<file path="src/rtl/keypad_pkg.sv">
// Shared types and constants for the keypad front-end encoder.
// The debounce tracker uses NONE_CODE to mark "no key" next to the real key codes 0..9.
package keypad_pkg;

  localparam int KEYS = 10;

  typedef logic [3:0] bcd_t;

  typedef enum logic {
    IDLE    = 1'b0,
    PRESSED = 1'b1
  } state_t;

  localparam bcd_t NONE_CODE = 4'hF;

  // Collapse a classifier result into one code: real keys keep their index, everything else is NONE_CODE.
  function automatic bcd_t class_code(input logic is_none, input bcd_t idx);
    bcd_t code;
    if (is_none) begin
      code = NONE_CODE;
    end else begin
      code = idx;
    end
    return code;
  endfunction

endpackage

</file>
<file path="src/rtl/decimal_to_bcd_checker.sv">
// Runtime properties of the encoder outputs.
// The strobe is one cycle wide, and only decimal digits are ever shown on y.
module decimal_to_bcd_checker (
  input logic       i_clk,
  input logic       i_rst_n,
  input logic [3:0] i_y,
  input logic       i_loadn
);

  a_single_strobe : assert property (@(posedge i_clk) disable iff (!i_rst_n)
    !i_loadn |=> i_loadn);

  a_digit_range : assert property (@(posedge i_clk) disable iff (!i_rst_n)
    i_y <= 4'd9);

endmodule

</file>
<file path="src/rtl/onehot_to_bin.sv">
// Combinational classifier for the 10-line keypad bus.
// Gives the index of a single pressed key, and flags the all-released case.
module onehot_to_bin
  import keypad_pkg::*;
(
  input  logic [KEYS-1:0] i_d,
  output logic            o_valid,
  output logic            o_none,
  output bcd_t            o_idx
);

  logic [3:0] w_cnt;

  // Count the asserted lines and remember the position of the highest one.
  always_comb begin
    w_cnt = 4'd0;
    o_idx = 4'd0;
    for (int k = 32'sd0; k < KEYS; k++) begin
      if (i_d[k]) begin
        w_cnt = w_cnt + 4'd1;
        o_idx = 4'(k);
      end else begin
        w_cnt = w_cnt;
      end
    end
  end

  assign o_valid = (w_cnt == 4'd1);
  assign o_none  = (w_cnt == 4'd0);

endmodule

</file>
<file path="src/rtl/decimal_to_bcd.sv">
// Keypad front-end: synchronizes the one-hot keypad bus, debounces it and issues one
// active-low load strobe with the BCD digit for each accepted press.
module decimal_to_bcd
  import keypad_pkg::*;
#(
  parameter int DEBOUNCE_CYCLES = 4
) (
  input  logic        clk,
  input  logic        rst_n,
  input  logic [9:0]  d,
  input  logic        enable,
  output logic [3:0]  y,
  output logic        loadn
);

  localparam logic [7:0] DEB = 8'(DEBOUNCE_CYCLES);

  logic [KEYS-1:0] r_d_s1;
  logic [KEYS-1:0] r_d_s2;
  logic            r_en_s1;
  logic            r_en_s2;
  bcd_t            r_cls;
  logic [7:0]      r_cnt;
  state_t          r_state;
  bcd_t            r_y;
  logic            r_loadn;

  logic            w_valid;
  logic            w_none;
  bcd_t            w_idx;
  bcd_t            w_cls;
  logic            w_stable;
  logic            w_key_stable;
  logic            w_none_stable;

  // Two-flop synchronizers for the asynchronous keypad lines and enable.
  always_ff @(posedge clk or negedge rst_n) begin
    if (!rst_n) begin
      r_d_s1  <= 10'd0;
      r_d_s2  <= 10'd0;
      r_en_s1 <= 1'b0;
      r_en_s2 <= 1'b0;
    end else begin
      r_d_s1  <= d;
      r_d_s2  <= r_d_s1;
      r_en_s1 <= enable;
      r_en_s2 <= r_en_s1;
    end
  end

  onehot_to_bin u_classify (
    .i_d     (r_d_s2),
    .o_valid (w_valid),
    .o_none  (w_none),
    .o_idx   (w_idx)
  );

  // Multi-key patterns fold into NONE so they can never look like a press.
  assign w_cls         = class_code(w_none || !w_valid, w_idx);
  assign w_stable      = (w_cls == r_cls) && (r_cnt >= DEB);
  assign w_key_stable  = w_stable && (w_cls != NONE_CODE);
  assign w_none_stable = w_stable && (w_cls == NONE_CODE);

  // Debounce tracker: restarts on every class change, saturates once the pattern is stable.
  always_ff @(posedge clk or negedge rst_n) begin
    if (!rst_n) begin
      r_cls <= NONE_CODE;
      r_cnt <= 8'd0;
    end else if (r_en_s2) begin
      r_cls <= w_cls;
      r_cnt <= 8'd0;
    end else if (w_cls != r_cls) begin
      r_cls <= w_cls;
      r_cnt <= 8'd1;
    end else if (r_cnt < DEB) begin
      r_cnt <= r_cnt + 8'd1;
    end else begin
      r_cnt <= r_cnt;
    end
  end

  // Press/release FSM with registered digit and load strobe.
  always_ff @(posedge clk or negedge rst_n) begin
    if (!rst_n) begin
      r_state <= IDLE;
      r_y     <= 4'd0;
      r_loadn <= 1'b1;
    end else begin
      r_loadn <= 1'b1;
      if (r_en_s2) begin
        r_state <= IDLE;
        r_y     <= r_y;
      end else begin
        case (r_state)
          IDLE: begin
            if (w_key_stable) begin
              r_state <= PRESSED;
              r_y     <= w_cls;
              r_loadn <= 1'b0;
            end else begin
              r_state <= IDLE;
            end
          end
          PRESSED: begin
            // A different stable key while held is ignored; only a full release re-arms.
            if (w_none_stable) begin
              r_state <= IDLE;
            end else begin
              r_state <= PRESSED;
            end
          end
          default: begin
            r_state <= IDLE;
          end
        endcase
      end
    end
  end

  assign y     = r_y;
  assign loadn = r_loadn;

  decimal_to_bcd_checker u_checker (
    .i_clk   (clk),
    .i_rst_n (rst_n),
    .i_y     (r_y),
    .i_loadn (r_loadn)
  );

endmodule

</file>
<file path="config.mk">
export PLATFORM = sky130hd
export DESIGN_NAME = decimal_to_bcd
export DESIGN_NICKNAME = d
export VERILOG_FILES = /design/src/rtl/keypad_pkg.sv /design/src/rtl/decimal_to_bcd_checker.sv /design/src/rtl/onehot_to_bin.sv /design/src/rtl/decimal_to_bcd.sv
export SDC_FILE = /design/constraint.sdc
export NUM_CORES = 1
export LEC_CHECK = 0
export BUFFER_PORTS_ARGS = -buffer_cell sky130_fd_sc_hd__buf_2
export CORE_MARGIN = 1
export CORE_UTILIZATION = 54
export CTS_CLUSTER_DIAMETER = 150
export CTS_CLUSTER_SIZE = 16
export DETAILED_ROUTE_END_ITERATION = 7
export PLACE_DENSITY = 0.76
export SLEW_MARGIN = 20
export SYNTH_ARGS = -nofsm -noshare
export SYNTH_HDL_FRONTEND = slang
export SYNTH_HIERARCHICAL = 1
export SYNTH_SLANG_ARGS = --single-unit
</file>
<file path="constraint.sdc">
create_clock -name clk -period 6.8 [get_ports clk]
set_input_delay 0.68 -clock clk [delete_from_list [all_inputs] [get_ports clk]]
set_output_delay 0.68 -clock clk [all_outputs]
set_load 0.02 [all_outputs]
</file>
# After elaboration in Yosys (flattened, before gate mapping)
# Cells that the tools add are included.
[op_classes]
eq_ne = 5
order_cmp = 2
n_bitwise = 2
n_addsub = 10
n_mux = 32
n_reduce_logical = 9
[ops]
columns = ["operator", "n"]
rows = [
  ["2-to-1 mux 4 bit", 14],
  ["adder 4 x 1 -> 4 bit (second input constant)", 8],
  ["2-to-1 mux 8 bit", 3],
  ["2-to-1 mux 3 bit", 4],
  ["adder 8 x 1 -> 8 bit (second input constant)", 1],
  [">= comparator 8 x 3 -> 1 bit (second input constant)", 1],
  ["less-than comparator 8 x 3 -> 1 bit (second input constant)", 1],
  ["2-to-1 mux 1 bit", 8],
  ["equality test 4 x 1 -> 1 bit (second input constant)", 1],
  ["equality test 4 bit", 1],
  ["equality test 4 bit (second input constant)", 1],
  ["zero test 4 bit", 1],
  ["2-to-1 mux 2 bit", 2],
  ["!= test 4 bit", 1],
  ["!= test 4 bit (second input constant)", 1],
  ["logical AND 1 bit", 3],
  ["AND reduction 3 bit", 1],
  ["nonzero test 3 bit", 1],
  ["adder 1 x 1 -> 2 bit (second input constant)", 1],
  ["NOT 1 bit", 2],
  ["case mux 1 bit (2 select lines)", 1],
  ["nonzero test 2 bit", 1],
  ["zero test 1 bit", 1],
  ["logical OR 1 bit", 1],
]
[word_totals]
wordCells = 69
regBits = 40

# Depth between registers and ports, before layout
[depth]
ltp_word = 29
ltp_mapped = 34
mapped_depth_nobuf = 34

# Modules after synthesis
# Netlist, hierarchy kept.
[modules_own_cells]
columns = ["module", "n_inst", "seq_area_each_um2", "area_per_inst_um2", "cells_per_inst"]
rows = [
  ["decimal_to_bcd", 1, 1007.2, 1400.1, 94],
  ["onehot_to_bin", 1, 0.0, 890.9, 110],
]

# Worst setup path before layout
# No wires, ideal clock.
[synth_path]
path_type = "register to register"
from = "register r_d_s2[1]"
to = "register r_y[0] (netlist: y[0])"
stages_incl_launch_ff = 33
setup_slack_ns = -0.505
period_less_slack_ns = 7.305
arrival_time_ns = 7.180
setup_time_ns = 0.125
path_cell_list = "dfrtp_1 > inv_1 > ha_1 > xor2_1 > ha_1 > nand2_1 > o31ai_1 > ha_1 > nand2b_1 > and2_1 > ha_1 > and2_1 > a31oi_1 > inv_1 > ha_1 > nand2b_1 > o21a_1 > ha_1 > mux2i_1 > a21oi_1 > ha_1 > nand2_1 > o21a_1 > a21oi_1 > ha_1 > xor3_1 > o32ai_1 > nor3b_1 > or3b_1 > o32ai_1 > o221a_2 > nor4b_4 > mux2_4"
[synth_between]
elab_chain_cells = 25
word_cells_on_any_way = 36
cone_classes = "add/sub: 8; eq/ne: 3; mux: 19; reduce/logical: 6"
[synth_lines]
columns = ["item", "line", "text"]
rows = [
  ["start: declaration", "decimal_to_bcd.sv:19", "logic [KEYS-1:0] r_d_s2;"],
  ["start signal: assignment", "decimal_to_bcd.sv:45", "r_d_s2 <= r_d_s1;"],
  ["2-to-1 mux 4 bit *", "onehot_to_bin.sv:19", "if (i_d[k]) begin"],
  ["adder 4 x 1 -> 4 bit", "onehot_to_bin.sv:20", "w_cnt = w_cnt + 4'd1;"],
  ["2-to-1 mux 4 bit *", "onehot_to_bin.sv:19", ""],
  ["adder 4 x 1 -> 4 bit", "onehot_to_bin.sv:20", ""],
  ["2-to-1 mux 4 bit *", "onehot_to_bin.sv:19", ""],
  ["adder 4 x 1 -> 4 bit", "onehot_to_bin.sv:20", ""],
  ["2-to-1 mux 4 bit *", "onehot_to_bin.sv:19", ""],
  ["adder 4 x 1 -> 4 bit", "onehot_to_bin.sv:20", ""],
  ["[... 10 more ...]", "n/a", ""],
  ["net w_valid", "decimal_to_bcd.sv:28", "logic w_valid;"],
  ["zero test 1 bit *", "decimal_to_bcd.sv:59", "assign w_cls = class_code(w_none || !w_valid, w_idx);"],
  ["logical OR 1 bit *", "decimal_to_bcd.sv:59", ""],
  ["2-to-1 mux 4 bit *", "keypad_pkg.sv:19", "if (is_none) begin"],
  ["equality test 4 bit", "decimal_to_bcd.sv:60", "assign w_stable = (w_cls == r_cls) && (r_cnt >= DEB);"],
  ["logical AND 1 bit", "decimal_to_bcd.sv:60", ""],
  ["logical AND 1 bit", "decimal_to_bcd.sv:61", "assign w_key_stable = w_stable && (w_cls != NONE_CODE);"],
  ["AND reduction 3 bit (no source line)", "n/a", ""],
  ["end signal: assignment", "decimal_to_bcd.sv:92", "r_y <= r_y;"],
  ["end signal: assignment", "decimal_to_bcd.sv:98", "r_y <= w_cls;"],
  ["end: declaration", "decimal_to_bcd.sv:25", "bcd_t r_y;"],
]
# The timed path passes the listed nets; every way through them passes the cells marked *.
# A chain may end at the register's enable or synchronous reset.

# Final worst setup path
[layout_path]
from = "register r_d_s2[1]"
to = "register r_y[1] (netlist: y[1])"
# The elaborated chain is that of the path after synthesis.

==> flow_metrics.py <==
metrics = {
    "run_status": {
        "outcome": "finished clean",
    },
    "worst_setup_path": {
        "critPathKind": "reg2reg",
        "reg2regPathDepth": 33,
        "r2r_start": "r_d_s2[1]",
        "cpMaxStageDelayCell": "or3b_4",
        "critPathLaunch": "r_d_s2[1]",
        "crit_path_end_kind": "register",
        "arrival_ps": 6950,
        "worst_setup_path_start_kind": "register",
        "reg2reg_slack_ps": 30,
        "crit_required_ps": 6980,
        "r2r_end": "y[1]",
        "slowest_delay_ps": 440,
        "cp_max_fo": 5,
    },
    "drt": {
        "wl_per_cell_um": 13.9,
        "via_per_inst": 5.30,
        "drc": 0,
        "num_vias": 1548,
        "drtPass1Iterations": 4,
        "drtAntennaViolNets": 0,
        "drt_iter0_markers": 58,
        "drt-total-wl_mm": 4.05,
    },
    "clock_tree": {
        "cts_sinks": 40,
        "cts-root-buf": "clkbuf_8",
        "tritoncts": "built",
        "clk_latency_ps": 290,
        "cts_max_path_buffers": 2,
        "clk_pin_slew_ps": 80,
        "cts_buffers": 5,
        "cts_max_level": 2,
    },
    "synth": {
        "synthCells": 204,
        "postSynthAreaPerCell_sq_um": 11.2,
        "ys_async_sr_fraction_pct": 100,
        "syn_area_sq_um": 2290,
        "yosys.area.top_type": "dfrtp_1",
        "synth_top_area_share_pct": 38.2,
        "synth_commonest_cells": "35 x dfrtp_1, 16 x nand2_1, 15 x nor2_1",
        "synthTopCellsByArea": "dfrtp_1 38%, ha_1 6.0%, dfstp_2 5.7%",
        "synth_edf_count": 0,
        "synth_ff_type": "dfrtp_1",
        "synth.net_count": 228,
        "yosysWarnings": 6,
        "ys_seq_area_share_pct": 44.0,
        "synth.ff_latch_count": 40,
        "synth_cell_types": 53,
        "synth.most_common_cell": "dfrtp_1",
    },
    "place": {
        "hpwlAfterDp_mm": 2.75,
        "numPortBuffers": 17,
        "gp_congestion": 0.842,
        "dp_worst_setup_slack_ps": -69.0,
    },
    "hold_path": {
        "hold_depth": 0,
        "min_to": "r_d_s2[7]",
        "min_from": "r_d_s1[7]",
        "hold_class": "reg2reg",
    },
    "floorplan": {
        "std_cell_rows": 23,
        "die_y_um": 67.1,
        "start_util_pct": 56.9,
        "die_area_sq_um": 4510,
        "die_w_um": 67.1,
        "core_sq_um": 4030,
        "ios": 18,
    },
    "sta": {
        "finalCritPeriodShare_pct": 99.5,
        "rsz0062_at_grt": "true",
        "slew_headroom_pct": 45.1,
        "setup_viol": 0,
        "setup_ws_ps": 31.2,
        "fmax_mhz": 148,
        "finalMaxSlewViolations": 0,
        "fin_crit_ps": 6770,
        "worst_pin_slew_ps": 824,
        "hold_viol_final": 0,
        "skew_ps": 9.51,
    },
    "grt": {
        "grt_max_degree": 41,
        "overflow": 0,
        "grt_pass1_wl_mm": 6.54,
        "grt_antenna_before_repair": 0,
        "first_global_vias": 1465,
        "grt_usage_pct": 20.1,
    },
    "power_and_ir_drop": {
        "leakagePower_nw": 1.29,
        "powerDensity_nw_per_um2": 345,
        "vdd_drop_max_mv": 0.305,
        "finalPower_uw": 979,
    },
    "layout": {
        "n_fill_cell": 287,
        "final_util_pct": 70.5,
        "syn_to_final_growth_pct": 24.0,
        "final_layout_size_suffix_gt1_share_pct": 38.4,
        "nets": 265,
        "n_antenna_cell": 0,
    },
    "job": {
        "drv_cap": 0,
    },
}
## state kept, by name, indices dropped and copies added (netlist names)
name / cells
r_d_s1: 10
loadn: 1
r_d_s2: 10
r_cls: 4
r_state: 1
r_cnt: 8
y: 4
r_en_s2: 1
r_en_s1: 1
## worst max path at each step
stage                 to  slack [ps]  depth (start not counted)
floorplan           y[0]           8                         32
global placement    y[1]           8                         33
finish              y[1]          30                         33
detailed placement  y[1]         -70                         33
global route        y[1]        -300                         33
CTS                 y[1]          10                         33
## metrics by stage
step           setup TNS (ps)  cells  hold slack [ps]  instance area, sq um
5_1_grt                 -1150    292              352                  2840
2_1_floorplan               0    204              331                  2390
3_3_place_gp                0    274              332                  2560
4_1_cts                     0    286              353                  2730
6_report                    0    292              346                  2840
3_5_place_dp             -255    274              337                  2560
## kinds of logic after synthesis
logic type               after synthesis  share of synthesized area (%)
flip-flops                            40                           44.0
multiplexers                           6                           3.50
AND/OR/NAND/NOR                       66                           16.2
buffers and inverters                 21                           4.42
XOR/XNOR                              26                           14.3
AO/OA/AOI/OAI                         34                           11.6
adder cells (fa/ha/maj)               11                           6.01
## metal layers
layer	track usage [%]	up-vias	routed length (um)
met2	30.9	23	1930
met5	0	-	0
met1	27.0	748	1960
met3	3.55	7	94
met4	11.2	0	75
li1	-	770	-
## where the power goes
group | switching, mW | internal (mW) | total, mW
clock network | 0.0815 | 0.109 | 0.190
registers | 0.0254 | 0.266 | 0.292
logic | 0.225 | 0.272 | 0.497
## cell usage in the layout, fill, tap and decap left out, types with 2 or more instances in the layout
cell,Yosys,final
o32ai_4,0,3
or4b_1,2,2
or3b_4,0,2
nand2b_4,0,3
and2_4,0,2
o21a_1,2,2
and2_1,8,6
nand2b_1,5,2
mux2_4,4,4
xnor3_2,2,2
a21oi_2,0,2
clkbuf_8,0,5
ha_4,0,4
buf_2,3,17
nand2_2,2,2
nand2_1,16,16
buf_4,1,19
xor2_1,7,7
dfstp_2,5,5
nor3b_1,3,2
ha_1,11,6
dfrtp_1,35,35
nand3_1,2,2
nor2b_1,2,2
nor2_1,15,14
xnor2_2,2,2
a21oi_1,12,10
inv_2,0,3
xnor2_1,11,11
inv_1,14,11
nand4_1,4,4
## critical path: cells and delay by family (launching register included)
kind                       cells  cell delay, ps
and+or+nand+nor                9            1690
muxes                          2             470
DFF                            1             410
buffers and inverters          3             310
AOI/OAI and AO/OA              9            1360
adders and majority gates      8            1990
xor gates and xnor gates       2             400
## repair_timing
item	in CTS	in global routing
pin swaps	3	11
setup buffers	4	6
resized for setup	4	9
setup endpoints to repair	4	5
endpoints found under the hold margin	0	0
hold buffers	0	0
## layout make-up
cell class	count	area (sq um)	area share, %
flip-flops and latches	40	1010	35.4
multi-input cells	143	1370	48.2
well taps	50	62.6	2.20
inverters	14	52.6	1.85
clock inverters	3	42.5	1.50
repair buffers	37	239	8.41
clock buffers	5	68.8	2.42
Note: power is estimated with default switching activity, not from simulation.
